**src/rtl/fb_pixel_writer_if.sv**
```systemverilog
// fb_pixel_writer_if -- signal bundle between the frame-buffer pixel writer,
// its upstream pixel sequencer / scan-out reader, and the frame-buffer RAM.
//   pix_*   : pixel stream (valid/ready handshake, X, Y, 12-bit colour)
//   rd_*    : scan-out read request and returned colour
//   ram_*   : single-port synchronous-read RAM port
// Modports: slave = the writer itself, master = the surrounding system.
interface fb_pixel_writer_if #(
    parameter int ADDR_W = 15
);
    logic              pix_valid;
    logic [7:0]        pix_x;
    logic [7:0]        pix_y;
    logic [11:0]       pix_color;
    logic              pix_ready;
    logic              rd_req;
    logic [7:0]        rd_x;
    logic [7:0]        rd_y;
    logic              rd_valid;
    logic [11:0]       rd_data;
    logic [ADDR_W-1:0] ram_addr;
    logic              ram_we;
    logic [11:0]       ram_wdata;
    logic [11:0]       ram_rdata;

    modport slave (
        input  pix_valid, pix_x, pix_y, pix_color,
        output pix_ready,
        input  rd_req, rd_x, rd_y,
        output rd_valid, rd_data,
        output ram_addr, ram_we, ram_wdata,
        input  ram_rdata
    );

    modport master (
        output pix_valid, pix_x, pix_y, pix_color,
        input  pix_ready,
        output rd_req, rd_x, rd_y,
        input  rd_valid, rd_data,
        input  ram_addr, ram_we, ram_wdata,
        output ram_rdata
    );
endinterface

```
**src/rtl/fb_pixel_writer.sv**
```systemverilog
// fb_pixel_writer -- commits a pixel stream into a single-port frame-buffer
// RAM through a small write FIFO, sharing the RAM port with scan-out reads.
// Reads always win the port; writes drain whenever no read is requested.
// Ports:
//   clk, rst_n : clock, synchronous active-low reset
//   bus        : fb_pixel_writer_if.slave (pixel stream, read path, RAM port)
//   idle       : FIFO empty and no write issued this cycle
//   drop_cnt   : saturating count of out-of-range pixels rejected
// Optional feature: define FB_WRITE_DEDUP_EN to drop a pixel identical
// (address and colour) to the most recently enqueued one.
module fb_pixel_writer #(
    parameter int H_RES      = 160,
    parameter int V_RES      = 120,
    parameter int ADDR_W     = 15,
    parameter int FIFO_DEPTH = 4
) (
    input  logic                       clk,
    input  logic                       rst_n,
    fb_pixel_writer_if.slave           bus,
    output logic                       idle,
    output logic [7:0]                 drop_cnt
);
    localparam int PTR_W     = $clog2(FIFO_DEPTH);
    localparam int CNT_W     = PTR_W + 1;
    localparam int RD_STAGES = 2;

    logic [ADDR_W-1:0] fifo_addr  [FIFO_DEPTH];
    logic [11:0]       fifo_color [FIFO_DEPTH];
    logic [PTR_W-1:0]  wr_ptr, rd_ptr;
    logic [CNT_W-1:0]  count;

    logic [ADDR_W-1:0] pix_addr, rd_addr;
    logic              pix_in_range, rd_in_range;
    logic              push_hs, enq, do_write, dup;

    logic [RD_STAGES:1] vld_pipe;
    logic [RD_STAGES:1] oor_pipe;

    assign pix_addr = ADDR_W'(bus.pix_y) * ADDR_W'(H_RES) + ADDR_W'(bus.pix_x);
    assign rd_addr  = ADDR_W'(bus.rd_y)  * ADDR_W'(H_RES) + ADDR_W'(bus.rd_x);

    assign pix_in_range = (32'(bus.pix_x) < H_RES) && (32'(bus.pix_y) < V_RES);
    assign rd_in_range  = (32'(bus.rd_x)  < H_RES) && (32'(bus.rd_y)  < V_RES);

    // Ready looks only at the registered count, so a same-cycle pop never
    // reopens a full FIFO.
    assign bus.pix_ready = (count < CNT_W'(FIFO_DEPTH));
    assign push_hs       = bus.pix_valid && bus.pix_ready;
    assign enq           = push_hs && pix_in_range && !dup;

    assign do_write = !bus.rd_req && (count != '0);
    assign idle     = (count == '0) && !do_write;

`ifdef FB_WRITE_DEDUP_EN
    logic              hist_vld;
    logic [ADDR_W-1:0] hist_addr;
    logic [11:0]       hist_color;

    assign dup = hist_vld && (hist_addr == pix_addr) && (hist_color == bus.pix_color);

    // History tracks the last pixel that actually entered the FIFO.
    always_ff @(posedge clk) begin
        if (!rst_n) begin
            hist_vld   <= 1'b0;
            hist_addr  <= '0;
            hist_color <= '0;
        end else if (enq) begin
            hist_vld   <= 1'b1;
            hist_addr  <= pix_addr;
            hist_color <= bus.pix_color;
        end
    end
`else
    assign dup = 1'b0;
`endif

    // Storage has no reset: stale entries are unreachable once pointers clear.
    always_ff @(posedge clk) begin
        if (enq) begin
            fifo_addr[wr_ptr]  <= pix_addr;
            fifo_color[wr_ptr] <= bus.pix_color;
        end
    end

    always_ff @(posedge clk) begin
        if (!rst_n) begin
            wr_ptr   <= '0;
            rd_ptr   <= '0;
            count    <= '0;
            drop_cnt <= '0;
        end else begin
            if (enq)      wr_ptr <= wr_ptr + 1'b1;
            if (do_write) rd_ptr <= rd_ptr + 1'b1;
            case ({enq, do_write})
                2'b10:   count <= count + 1'b1;
                2'b01:   count <= count - 1'b1;
                default: count <= count;
            endcase
            if (push_hs && !pix_in_range && drop_cnt != 8'hFF)
                drop_cnt <= drop_cnt + 1'b1;
        end
    end

    // RAM port: reads take the port, else drain the FIFO head, else hold addr.
    always_ff @(posedge clk) begin
        if (!rst_n) begin
            bus.ram_addr  <= '0;
            bus.ram_we    <= 1'b0;
            bus.ram_wdata <= '0;
        end else begin
            bus.ram_we <= do_write;
            if (bus.rd_req) begin
                bus.ram_addr <= rd_addr;
            end else if (do_write) begin
                bus.ram_addr  <= fifo_addr[rd_ptr];
                bus.ram_wdata <= fifo_color[rd_ptr];
            end
        end
    end

    // Read return: one stage for the address register, one for RAM latency.
    always_ff @(posedge clk) begin
        if (!rst_n) begin
            vld_pipe <= '0;
            oor_pipe <= '0;
        end else begin
            vld_pipe <= {vld_pipe[RD_STAGES-1:1], bus.rd_req};
            oor_pipe <= {oor_pipe[RD_STAGES-1:1], !rd_in_range};
        end
    end

    assign bus.rd_valid = vld_pipe[RD_STAGES];
    assign bus.rd_data  = (vld_pipe[RD_STAGES] && !oor_pipe[RD_STAGES]) ? bus.ram_rdata : 12'h000;
endmodule

```
**src/flat_wrapper.sv**
```systemverilog
// flat-port wrapper written by rule: the top's interface ports become plain ports
module fb_pixel_writer_flat 
#(
    parameter int H_RES      = 160,
    parameter int V_RES      = 120,
    parameter int ADDR_W     = 15,
    parameter int FIFO_DEPTH = 4
)
  (clk, rst_n, idle, drop_cnt, bus_pix_valid, bus_pix_x, bus_pix_y, bus_pix_color, bus_pix_ready, bus_rd_req, bus_rd_x, bus_rd_y, bus_rd_valid, bus_rd_data, bus_ram_addr, bus_ram_we, bus_ram_wdata, bus_ram_rdata);
  fb_pixel_writer_if #(.ADDR_W(ADDR_W)) bus_i ();
  input  logic clk;
  input  logic rst_n;
  output logic idle;
  output logic [7:0] drop_cnt;
  input wire logic [$bits(bus_i.pix_valid)-1:0] bus_pix_valid;
  input wire logic [$bits(bus_i.pix_x)-1:0] bus_pix_x;
  input wire logic [$bits(bus_i.pix_y)-1:0] bus_pix_y;
  input wire logic [$bits(bus_i.pix_color)-1:0] bus_pix_color;
  output wire logic [$bits(bus_i.pix_ready)-1:0] bus_pix_ready;
  input wire logic [$bits(bus_i.rd_req)-1:0] bus_rd_req;
  input wire logic [$bits(bus_i.rd_x)-1:0] bus_rd_x;
  input wire logic [$bits(bus_i.rd_y)-1:0] bus_rd_y;
  output wire logic [$bits(bus_i.rd_valid)-1:0] bus_rd_valid;
  output wire logic [$bits(bus_i.rd_data)-1:0] bus_rd_data;
  output wire logic [$bits(bus_i.ram_addr)-1:0] bus_ram_addr;
  output wire logic [$bits(bus_i.ram_we)-1:0] bus_ram_we;
  output wire logic [$bits(bus_i.ram_wdata)-1:0] bus_ram_wdata;
  input wire logic [$bits(bus_i.ram_rdata)-1:0] bus_ram_rdata;
  assign bus_i.pix_valid = bus_pix_valid;
  assign bus_i.pix_x = bus_pix_x;
  assign bus_i.pix_y = bus_pix_y;
  assign bus_i.pix_color = bus_pix_color;
  assign bus_pix_ready = bus_i.pix_ready;
  assign bus_i.rd_req = bus_rd_req;
  assign bus_i.rd_x = bus_rd_x;
  assign bus_i.rd_y = bus_rd_y;
  assign bus_rd_valid = bus_i.rd_valid;
  assign bus_rd_data = bus_i.rd_data;
  assign bus_ram_addr = bus_i.ram_addr;
  assign bus_ram_we = bus_i.ram_we;
  assign bus_ram_wdata = bus_i.ram_wdata;
  assign bus_i.ram_rdata = bus_ram_rdata;
  fb_pixel_writer #(.H_RES(H_RES), .V_RES(V_RES), .ADDR_W(ADDR_W), .FIFO_DEPTH(FIFO_DEPTH)) u_core (.clk(clk), .rst_n(rst_n), .bus(bus_i), .idle(idle), .drop_cnt(drop_cnt));
endmodule
```
**config.mk**
```make
export PLATFORM = sky130hd
export DESIGN_NAME = fb_pixel_writer_flat
export DESIGN_NICKNAME = d
export VERILOG_FILES = /design/src/rtl/fb_pixel_writer_if.sv /design/src/rtl/fb_pixel_writer.sv /design/src/flat_wrapper.sv
export SDC_FILE = /design/constraint.sdc
export NUM_CORES = 1
export LEC_CHECK = 0
export CORE_MARGIN = 2
export CORE_UTILIZATION = 40
export DETAILED_ROUTE_END_ITERATION = 8
export DONT_BUFFER_PORTS = 1
export PLACE_DENSITY = 0.64
export SLEW_MARGIN = 0
export SYNTH_ARGS = -nofsm -noshare
export SYNTH_HDL_FRONTEND = slang
export SYNTH_SLANG_ARGS = --single-unit
```
**constraint.sdc**
```tcl
create_clock -name clk -period 3.4 [get_ports clk]
set_clock_uncertainty 0.1 [all_clocks]
set_input_delay 0.34 -clock clk [delete_from_list [all_inputs] [get_ports clk]]
set_output_delay 0.34 -clock clk [all_outputs]
set_load 0.1 [all_outputs]
```
==> results of run 1 <==
[cell type report]
class / instances / area [µm²] / share of cell area [%]
Clock buffer: 18 / 429.2 / 5.034
Timing Repair Buffer: 62 / 543.0 / 6.370
Sequential cell: 157 / 4224 / 49.55
Clock inverter: 14 / 200.2 / 2.348
Multi-Input combinational cell: 325 / 2749 / 32.25
Tap cell: 225 / 281.5 / 3.303
Inverter: 26 / 97.59 / 1.145
[path summary, 6_finish.rpt]
path	start	to	slack, ns	depth (start not counted)
worst max-delay path	bus_rd_y[1]	u_core.bus.ram_addr[13]	0.91	9
worst min-delay path	bus_rd_y[6]	u_core.oor_pipe[1]	0.04	2
worst max register to register	u_core.count[0]	u_core.count[2]	0.96	9
worst min register to register	u_core.vld_pipe[1]	u_core.vld_pipe[2]	0.34	1
[cells in the final DEF (no fill, tap or decap), types with 4 or more instances in the layout]
master,n
edfxtp_1,108
nor3b_1,5
and2_1,20
xnor2_1,24
a21o_1,4
nor4_1,4
dlygate4sd3_1,24
o21ai_0,15
dfxtp_1,49
nand3_1,4
xor2_1,6
buf_4,37
inv_1,25
mux4_2,27
a211oi_1,10
nor2_1,40
nand2_1,32
mux2i_1,10
clkbuf_16,18
nor2b_1,10
a31oi_1,4
a21oi_1,27
inv_6,4
ha_1,36
fa_1,5
[per-stage QoR]
step / cell area, µm² / utilization (%) / worst slack [ns] / std cells
3_5_place_dp: 7655 / 44.10 / 0.4939 / 771
2_1_floorplan: 7143 / - / 0.5530 / 527
6_report: 8524 / 49.11 / 0.9122 / 827
4_1_cts: 8524 / 49.11 / 0.9311 / 827
3_3_place_gp: 7655 / 44.10 / 0.5842 / 771
5_1_grt: 8524 / 49.11 / 0.7839 / 827
[cells by family (layout without fill, tap and decap cells)]
kind of cell | count (synthesis) | count (layout) | synth area share (%)
compound gates | 80 | 80 | 7.269
xor+xnor | 30 | 30 | 3.678
fa+ha+maj | 41 | 41 | 7.707
buf+inv | 45 | 120 | 2.452
flops | 157 | 157 | 59.13
mux | 39 | 39 | 10.23
simple gates | 135 | 135 | 9.529
[sequential cells by signal, indices dropped and copies added, names as in the netlist, named ones only]
name / cells
u_core.rd_ptr: 2
u_core.bus.ram_we: 1
u_core.bus.ram_addr: 15
u_core.oor_pipe: 2
u_core.fifo_color: 48
u_core.count: 3
u_core.bus.ram_wdata: 12
u_core.vld_pipe: 2
u_core.fifo_addr: 60
u_core.drop_cnt: 8
u_core.wr_ptr: 2
[power breakdown]
part,internal [mW],total (mW),switching (mW)
logic,0.567,1.29,0.720
registers,2.20,2.81,0.604
clock network,1.19,1.99,0.804
total,3.96,6.09,2.13
[metal layers]
layer	routed length [µm]	vias up	track usage (%)
met1	6383	2173	20.23
met2	7377	135	27.89
met4	200	0	5.842
met5	0	-	0
li1	-	2080	-
met3	833	17	3.458
[what timing repair did]
item	in CTS	in global routing
hold buffers	24	0
endpoints found under the setup margin	0	0
endpoints found under the hold margin	88	0
buffers inserted	0	0
resized for setup	0	0
==> summary.md, run 1 <==
| Metric | Value |
|---|---|
| Root Driver | clkbuf_16 |
| Via-to-Cell Ratio | 5.326 |
| Hold Crit Class | input port to register |
| Worst Setup End Kind | register |
| Total power after layout | around 6 mW |
| Largest net degree at the start of global routing | 44 |
| Arrival time worst endpoint | around 2.7 ns |
| Synth unique cells | 52 |
| Clock slew at reported path FFs | around 0.07 ns |
| Crit path time final | 2.488 ns |
| Worst setup SP type | input port |
| PwrDens | 713.9 nW/µm² |
| Crit path required time | 3.65 ns |
| Cell repeated most along the worst path | ha_1 |
| Crit path kind | input port to register |
| Ys async rst share | 0% |
| Actual slew at the worst max-slew pin | about 1 ns |
| # nets final | 690 |
| Slowest stage delay, CP | about 0.53 ns |
| Later-pin clock latency in the skew report | between 0.4 and 0.5 ns |
| Number of setup violations in the final report | 0 |
| Total grt overflow | 0 |
| Top cell type's share of synthesized area | between 40% and 50% |
| H-tree levels | 4 |
| Cells along the critical path | ha_1, ha_1, inv_1, fa_1, xnor2_1, nand2b_1, or3b_1, or4_1, a31oi_1 |
| Synth Area per Inst | 13.55 µm² |
| First-pass DRT Iterations | 4 |
| Max Cap Viol | 0 |
| Die Span Y | 137.6 µm |
| Unrepaired setup endpoints after global routing | false |
| Yosys top cell by area | edfxtp_1 |
| Fin. Hold Viols | 0 |
| Core footprint | 17360 µm² |
| Fill cell count | roughly 1500 |
| Sequential fraction of the synthesis area | 59.13% |
| Slew headroom | 31.90% |
| Clk sink count | 157 |
| Buf/Inv on CP | 1 |
| Syn Inst Count | 527 |
| Synth Flop Type | edfxtp_1 |
| Placer Congestion | between 0.7 and 0.8 |
| Lkg Pwr | 3.067 nW |
| CP max FO | 3 |
| Routed len/inst | 17.89 µm |
| Maximum resistive drop on vdd | 0.0003675 V |
| Yosys reg bits | between 150 and 200 |
| Max Fclk | 402.0 MHz |
| Top post-synthesis cells by area | edfxtp_1 45%, dfxtp_1 14%, mux4_2 8.5% |
| Setup TNS | 0 ns |
| Number of flops mapped to enable cells by yosys | 108 |
| Synth cell count leaders | 108 x edfxtp_1, 49 x dfxtp_1, 40 x nor2_1 |
| Die ar. | 18940 µm² |
| Hold_ws | 0.04465 ns |
| Slowest CP cell | or4_1 |
| Initial antenna violation count | 0 |
| Total CTS buffers | 17 |
| Routed WL | 14800 µm |
| Mapped Nets | 628 |
| Initial Utilization | between 40 and 50% |
| Starting DRC count in detailed routing | 258 |
| Number of global-route vias before repair | 4550 |
| # port buffers | 0 |
| Area grow syn2layout | 19.34% |
| First-pass GRT wire length | 23100 µm |
| Yosys warning count | 0 |
| All-Layer GR Usage | 16.24% |
| Status | finished, final reports clean |
| Drt drc | 0 |
| Most common cell in the synthesized netlist | edfxtp_1 |
| Worst path top cell family by delay | simple AND/OR/NAND/NOR gates |
| Share of cells above drive strength 1 | between 10% and 20% |
| Period utilization | 73.17% |
| Vias | between 4000 and 5000 |
| DP HPWL | 10040 µm |
| CTS max path bufs | 2 |
| I/O Pins | approximately 110 |
| Row count | between 40 and 50 |
| Slew Viols, Final | 0 |
| # diodes | 0 |
| Cell Area, Synth | ~7000 µm² |
| CTS tree | done |
| Die Width | around 140 µm |
| ANT nets after route | 0 |
No activity file was read; power rests on OpenSTA's default activity.
==> run 2, diff against run 1 <==
ABC_AREA = 1   (was not set)
PLACE_DENSITY = 0.66   (was 0.64)
clock period = 2.05 ns   (was 3.4 ns; I/O delays follow)
==> run 2 against run 1 <==
Compared with the run above:
- critical endpoint is now u_core.count[2]
- combinational power grew to 3.3 times the previous value
- area after synthesis grew 2.6%
- clock-buffer cell count grew 2
- register-to-register slack lost 0.91 ns
- sequential share of layout area shrank 4.8 points
- worst setup slack lost 0.86 ns
- critical path depth grew 1
- largest cell class unchanged
- power grew 82%
==> summary.md, run 2 <==
| Metric | Value |
|---|---|
| Slew headroom | 55.96% |
| Maximum resistive drop on vdd | 0.0006577 V |
| First-pass GRT wire length | 26600 µm |
| Yosys reg bits | 157 |
| Status | finished, final reports clean |
| Number of global-route vias before repair | approximately 5400 |
| Initial antenna violation count | 0 |
| Slew Viols, Final | 0 |
| Clock slew at reported path FFs | 0.06 ns |
| Number of setup violations in the final report | 0 |
| First-pass DRT Iterations | 5 |
| Setup WS post-layout | roughly 0.052 ns |
| Routed len/inst | between 10 and 15 µm |
| P_sw | 4.541 mW |
| Placer Congestion | 0.7917 |
| Later-pin clock latency in the skew report | 0.42 ns |
| Arrival time worst endpoint | approximately 2.2 ns |
| Vias | 5424 |
| Worst Setup End Kind | register |
| Crit path kind | register to register |
| Total grt overflow | 0 |
| Worst slack, placed | -0.1273 ns |
| Synth Area per Inst | 9.906 µm² |
| Root Driver | clkbuf_16 |
| Top post-synthesis cells by area | edfxtp_1 44%, dfxtp_1 13%, o21ai_0 6.4% |
| Synth cell count leaders | 117 x nor2_1, 108 x edfxtp_1, 94 x o21ai_0 |
| Max reg flops | 60 |
| Post-CTS setup buffers | 0 |
| Max Fclk | 500.5 MHz |
| Max Cap Viol | 0 |
| Yosys top cell by area | edfxtp_1 |
| Number of flops mapped to enable cells by yosys | about 110 |
| Initial Utilization | 40.81% |
| Unrepaired setup endpoints after global routing | true |
| All-Layer GR Usage | ~17% |
| Cell Area, Synth | 7331 µm² |
| Final instance area | 9470 µm² |
| Internal | ~6.5 mW |
| Most common cell in the synthesized netlist | nor2_1 |
| CTS max path bufs | 2 |
| DP HPWL | 11130 µm |
| Fill cell count | 1574 |
| Worst setup SP type | register |
| Largest register by flop count | u_core.fifo_addr |
| CTS tree | done |
| Mapped Nets | between 800 and 900 |
| ANT nets after route | 0 |
| Core footprint | 17960 µm² |
| Die Span Y | ~140 µm |
| Area grow syn2layout | 29.19% |
| # diodes | 0 |
| Largest net degree at the start of global routing | 42 |
| Period utilization | between 90 and 100% |
| Area after DPL | 8583 µm² |
| Seq pwr share | a little over a third |
| Drt drc | 0 |
| I/O Pins | 111 |
| Total CTS buffers | 17 |
| Ys async rst share | 0% |
| Synth Flop Type | edfxtp_1 |
| Most common cell after layout, fill and taps aside | edfxtp_1 |
| H-tree levels | 4 |
| Clk sink count | 157 |
| Yosys warning count | 0 |
| Final core utilization | 52.72% |
| Syn Inst Count | 740 |
| Total power after layout | 11.09 mW |
| Starting DRC count in detailed routing | 405 |
| Hold Crit Class | input port to register |
| Most frequent cells in the layout | 108 x edfxtp_1, 98 x nor2_1, 91 x o21ai_0 |
| Hold_ws | 0.04462 ns |
| Die Width | 139.4 µm |
| Crit path time final | between 1.5 and 2 ns |
| Die ar. | about 19000 µm² |
| Actual slew at the worst max-slew pin | 0.6599 ns |
| Via-to-Cell Ratio | 4.981 |
| CP max FO | 3 |
| Clock Power Share | 26.5% |
| Share of cells above drive strength 1 | a little over a fifth |
| # port buffers | 0 |
| Top cell type's share of synthesized area | 44.24% |
| Crit path required time | between 2 and 2.5 ns |
| Routed WL | 16260 µm |
| Fin. Hold Viols | 0 |
| Sequential fraction of the synthesis area | 57.62% |
| Sw Ratio | between 40% and 50% |
| # nets final | 948 |
| PwrDens | 1171 nW/µm² |
| Lkg Pwr | 3.761 nW |
| Synth unique cells | 39 |
| Row count | 49 |
| Logic pwr share | about two fifths |
| Largest registers | u_core.fifo_addr x60, u_core.fifo_color x48, u_core.bus.ram_addr x15 |
-- run 2: cell count changes in the layout (fill, tap and decap cells not counted), moves of 15 or more --
cell     before  now
nor2_4        0   15
o21ai_0      15   91
xnor2_1      24    6
nand2_1      32   86
a31oi_1       4   22
buf_4        37   66
mux4_2       27    0
buf_12        0   19
inv_1        25   67
and2_1       20    0
nor2_1       40   98
nand3_1       4   22
-- run 2: what timing repair did --
action                                  CTS  global route
gates resized for setup                   0             9
endpoints found under the setup margin    0            40
hold buffers                             29             0
hold endpoints to repair                119             0
-- run 2: cell type report --
type                            instances  area (µm²)  share of cell area, %
Sequential cell                       157        4239                  44.76
Multi-Input combinational cell        478        2900                  30.62
Timing Repair Buffer                  115        1179                  12.45
Clock buffer                           20       446.7                  4.717
Inverter                               78       309.0                  3.263
Tap cell                              229       286.5                  3.026
Clock inverter                         12       110.1                  1.163
-- run 2: final timing paths --
check | start | end | slack, ns | cells after the start
min | bus_pix_y[7] | u_core.fifo_addr[0][14] | 0.04 | 3
max reg2reg | u_core.count[2] | u_core.count[2] | 0.05 | 10
min reg2reg | u_core.oor_pipe[1] | u_core.oor_pipe[2] | 0.32 | 2
max | u_core.count[2] | u_core.count[2] | 0.05 | 10
-- run 2: routing by layer --
metal	up-vias	routed length, µm	track usage, %
li1	2750	-	-
met1	2505	7385	22.90
met4	0	271	6.805
met2	151	7650	27.55
met5	-	0	0
met3	18	953	4.164
-- run 2: kinds of logic (layout without fill, tap and decap cells) --
kind of cell	after synthesis	count (layout)	synth area share (%)
AOI/OAI and AO/OA	165	165	12.19
DFF	157	157	57.62
buffers and inverters	105	225	5.701
xor gates and xnor gates	19	19	2.270
and+or+nand+nor	253	253	14.71
adders and majority gates	41	41	7.510
-- run 2: metrics by stage --
stage                     TNS (ns)  std cells
after floorplan             -56.26        740
after global placement     -0.7647       1028
after detailed placement    -1.397       1028
after CTS                        0       1089
after global routing       -0.1963       1089
final                            0       1089
-- run 2: power by group through the flow --
stage,clock network (mW),registers [mW],logic (mW)
6_report,2.94,3.92,4.23
3_5_place_dp,0,3.98,4.10
5_1_grt,3.14,3.95,4.55
3_3_place_gp,0,3.97,4.07
4_1_cts,3.00,3.91,4.20
2_1_floorplan,0,5.37,1.77
-- run 2: critical path, cell delays in order, from the launching register on --
cell,delay (ns)
dfxtp_4,0.39
nor2_1,0.06
buf_4,0.15
nand4_1,0.21
ha_4,0.17
inv_2,0.05
fa_2,0.36
a21oi_2,0.15
o21ai_2,0.08
o21ai_1,0.12
a21oi_1,0.05
==> run 3, diff against run 2 <==
CORE_ASPECT_RATIO = 2   (was not set)
==> run 3 against run 2 <==
Compared with the run above:
- fmax is 3.1% higher
- wire length increased by 2.7%
- design area fell by 0.17%
- combinational power barely moved
- clock power is 1% higher
- worst setup slack improved by 0.060 ns
- final cell count decreased by 0.46%
- critical path type unchanged
- flip-flop and latch count stayed put
- largest power group unchanged
- critical endpoint unchanged
- die area rose by 0.34%
- sequential power about the same
- clock-buffer cell count did not move
- sequential share of layout area grew 0.064 points
==> summary.md, run 3 (synthesized netlist as in run 2, its figures left out) <==
| Metric | Value |
|---|---|
| Largest net degree at the start of global routing | 42 |
| # nets final | 956 |
| Cell count after placement | approximately 1000 |
| Number of global-route vias before repair | 5640 |
| Total grt overflow | 0 |
| PwrDens | 1173 nW/µm² |
| Arrival time worst endpoint | 2.13 ns |
| Crit path kind | register to register |
| Cells along the critical path | inv_1, nand3_4, clkinvlp_4, nor2_4, ha_4, inv_2, fa_2, a21oi_1, o21ai_1, o21ai_1, a21oi_1 |
| Die Width | ~100 µm |
| Clock slew at reported path FFs | around 0.060 ns |
| Hold_ws | between 0.05 and 0.06 ns |
| Starting DRC count in detailed routing | between 200 and 300 |
| Setup WS post-layout | 0.1118 ns |
| All-Layer GR Usage | 17.60% |
| H-tree levels | 4 |
| Internal | 6.553 mW |
| Max Fclk | slightly above 500 MHz |
| Root Driver | clkbuf_16 |
| P_sw | about 4.5 mW |
| # port buffers | 0 |
| Most frequent cells in the layout | 108 x edfxtp_1, 98 x nor2_1, 91 x o21ai_0 |
| Placer Congestion | 0.8608 |
| CTS tree | done |
| Row count | 70 |
| Vias | 5538 |
| Hold Crit Class | input port to register |
| Worst Setup End Kind | register |
| Crit path time final | 1.938 ns |
| Met1 wire length | between 6000 and 7000 µm |
| Slew Viols, Final | 0 |
| Sw Ratio | 40.92% |
| Share of cells above drive strength 1 | 21.31% |
| Worst path top cell family by delay | adder cells |
| Clock Power Share | a little over a quarter |
| Status | finished, final reports clean |
| Largest registers | u_core.fifo_addr x60, u_core.fifo_color x48, u_core.bus.ram_addr x15 |
| DP HPWL | 12050 µm |
| Maximum resistive drop on vdd | 0.0006871 V |
| Worst slack, placed | -0.1271 ns |
| Area grow syn2layout | 28.96% |
| Die ar. | 19490 µm² |
| Post-Layout Cell Count | 1084 |
| Clk sink count | between 150 and 200 |
| Die Span Y | 195.5 µm |
| Actual slew at the worst max-slew pin | between 0.6 and 0.7 ns |
| Fin. Hold Viols | 0 |
| Unrepaired setup endpoints after global routing | false |
| Largest register by flop count | u_core.fifo_addr |
| CP max FO | 3 |
| First-pass GRT wire length | 26570 µm |
| Number of setup violations in the final report | 0 |
| Slowest stage delay, CP | 0.33 ns |
| Total CTS buffers | 17 |
| Period utilization | between 90% and 100% |
| Initial antenna violation count | 0 |
| I/O Pins | 111 |
| Via-to-Cell Ratio | 5.109 |
| Worst setup SP type | register |
| Max reg flops | 60 |
| Initial Utilization | a little over 40% |
| Buf/Inv on CP | 3 |
| Slew headroom | 56.05% |
| Met2 routed WL | 9098 µm |
| ANT nets after route | 0 |
| Seq pwr share | 35.3% |
| Lkg Pwr | approximately 3.8 nW |
| Most common cell after layout, fill and taps aside | edfxtp_1 |
| WL met3 | slightly above 800 µm |
| DR top layer | met4 |
| Later-pin clock latency in the skew report | 0.42 ns |
| # diodes | 0 |
| Crit path required time | 2.24 ns |
| CTS max path bufs | 2 |
| Routed WL | about 17000 µm |
| Core footprint | 18130 µm² |
| First-pass DRT Iterations | 5 |
| Total power after layout | 11.09 mW |
| Logic pwr share | a little under two fifths |
| Drt drc | 0 |
| Slowest CP cell | dfxtp_1 |
| Max Cap Viol | 0 |
| Routed len/inst | roughly 15 µm |
| Final core utilization | 52.15% |
## run 3: cell count changes in the layout (fill, tap and decap cells not counted), sizes merged
cell,previous run,this run
buf,87,95
clkinv,4,7
clkinvlp,4,2
inv,81,80
## run 3: layout make-up
type / count / area, µm²
Sequential cell: 157 / 4238
Multi-Input combinational cell: 478 / 2879
Fill cell: 1586 / 8676
Clock buffer: 20 / 446.7
Tap cell: 216 / 270.3
Inverter: 78 / 309.0
Timing Repair Buffer: 123 / 1197
Clock inverter: 12 / 113.9
## run 3: path summary, 6_finish.rpt
| path | start | to | slack [ns] | cells after the start |
|---|---|---|---|---|
| worst max-delay path | u_core.count[1] | u_core.count[2] | 0.11 | 11 |
| worst min-delay path | bus_pix_y[7] | u_core.fifo_addr[0][14] | 0.05 | 3 |
| worst max register to register | u_core.count[1] | u_core.count[2] | 0.11 | 11 |
| worst min register to register | u_core.vld_pipe[1] | u_core.vld_pipe[2] | 0.31 | 2 |
## run 3: tightest hold or removal path, delay by kind of cell
| family | cells | cell delay (ns) |
|---|---|---|
| XOR/XNOR | 1 | 0.04 |
| AND/OR/NAND/NOR | 2 | 0.14 |
## run 3: metrics by stage
| stage | cell area [µm²] | setup TNS (ns) |
|---|---|---|
| 6_report | 9454 | 0 |
| 3_3_place_gp | 8582 | -0.6005 |
| 5_1_grt | 9454 | 0 |
| 3_5_place_dp | 8582 | -1.603 |
| 2_1_floorplan | 7552 | -56.26 |
| 4_1_cts | 9443 | 0 |
## run 3: repair_timing
action,in CTS,in global routing
gates resized for setup,0,2
hold buffers,29,0
endpoints found under the hold margin,118,0
buffers inserted,0,1
setup endpoints to repair,0,20
## run 3: power by group through the flow
stage / registers, mW / logic (mW) / clock network, mW
final: 3.91 / 4.20 / 2.98
after global routing: 3.94 / 4.51 / 3.16
after CTS: 3.91 / 4.22 / 3.03
after detailed placement: 3.98 / 4.12 / 0
after global placement: 3.97 / 4.08 / 0
after floorplan: 5.37 / 1.77 / 0
## run 3: layer usage
metal | vias up | track usage [%]
met4 | 0 | 10.55
met1 | 2564 | 16.87
met2 | 156 | 33.21
met5 | - | 0
met3 | 49 | 3.758
li1 | 2769 | -
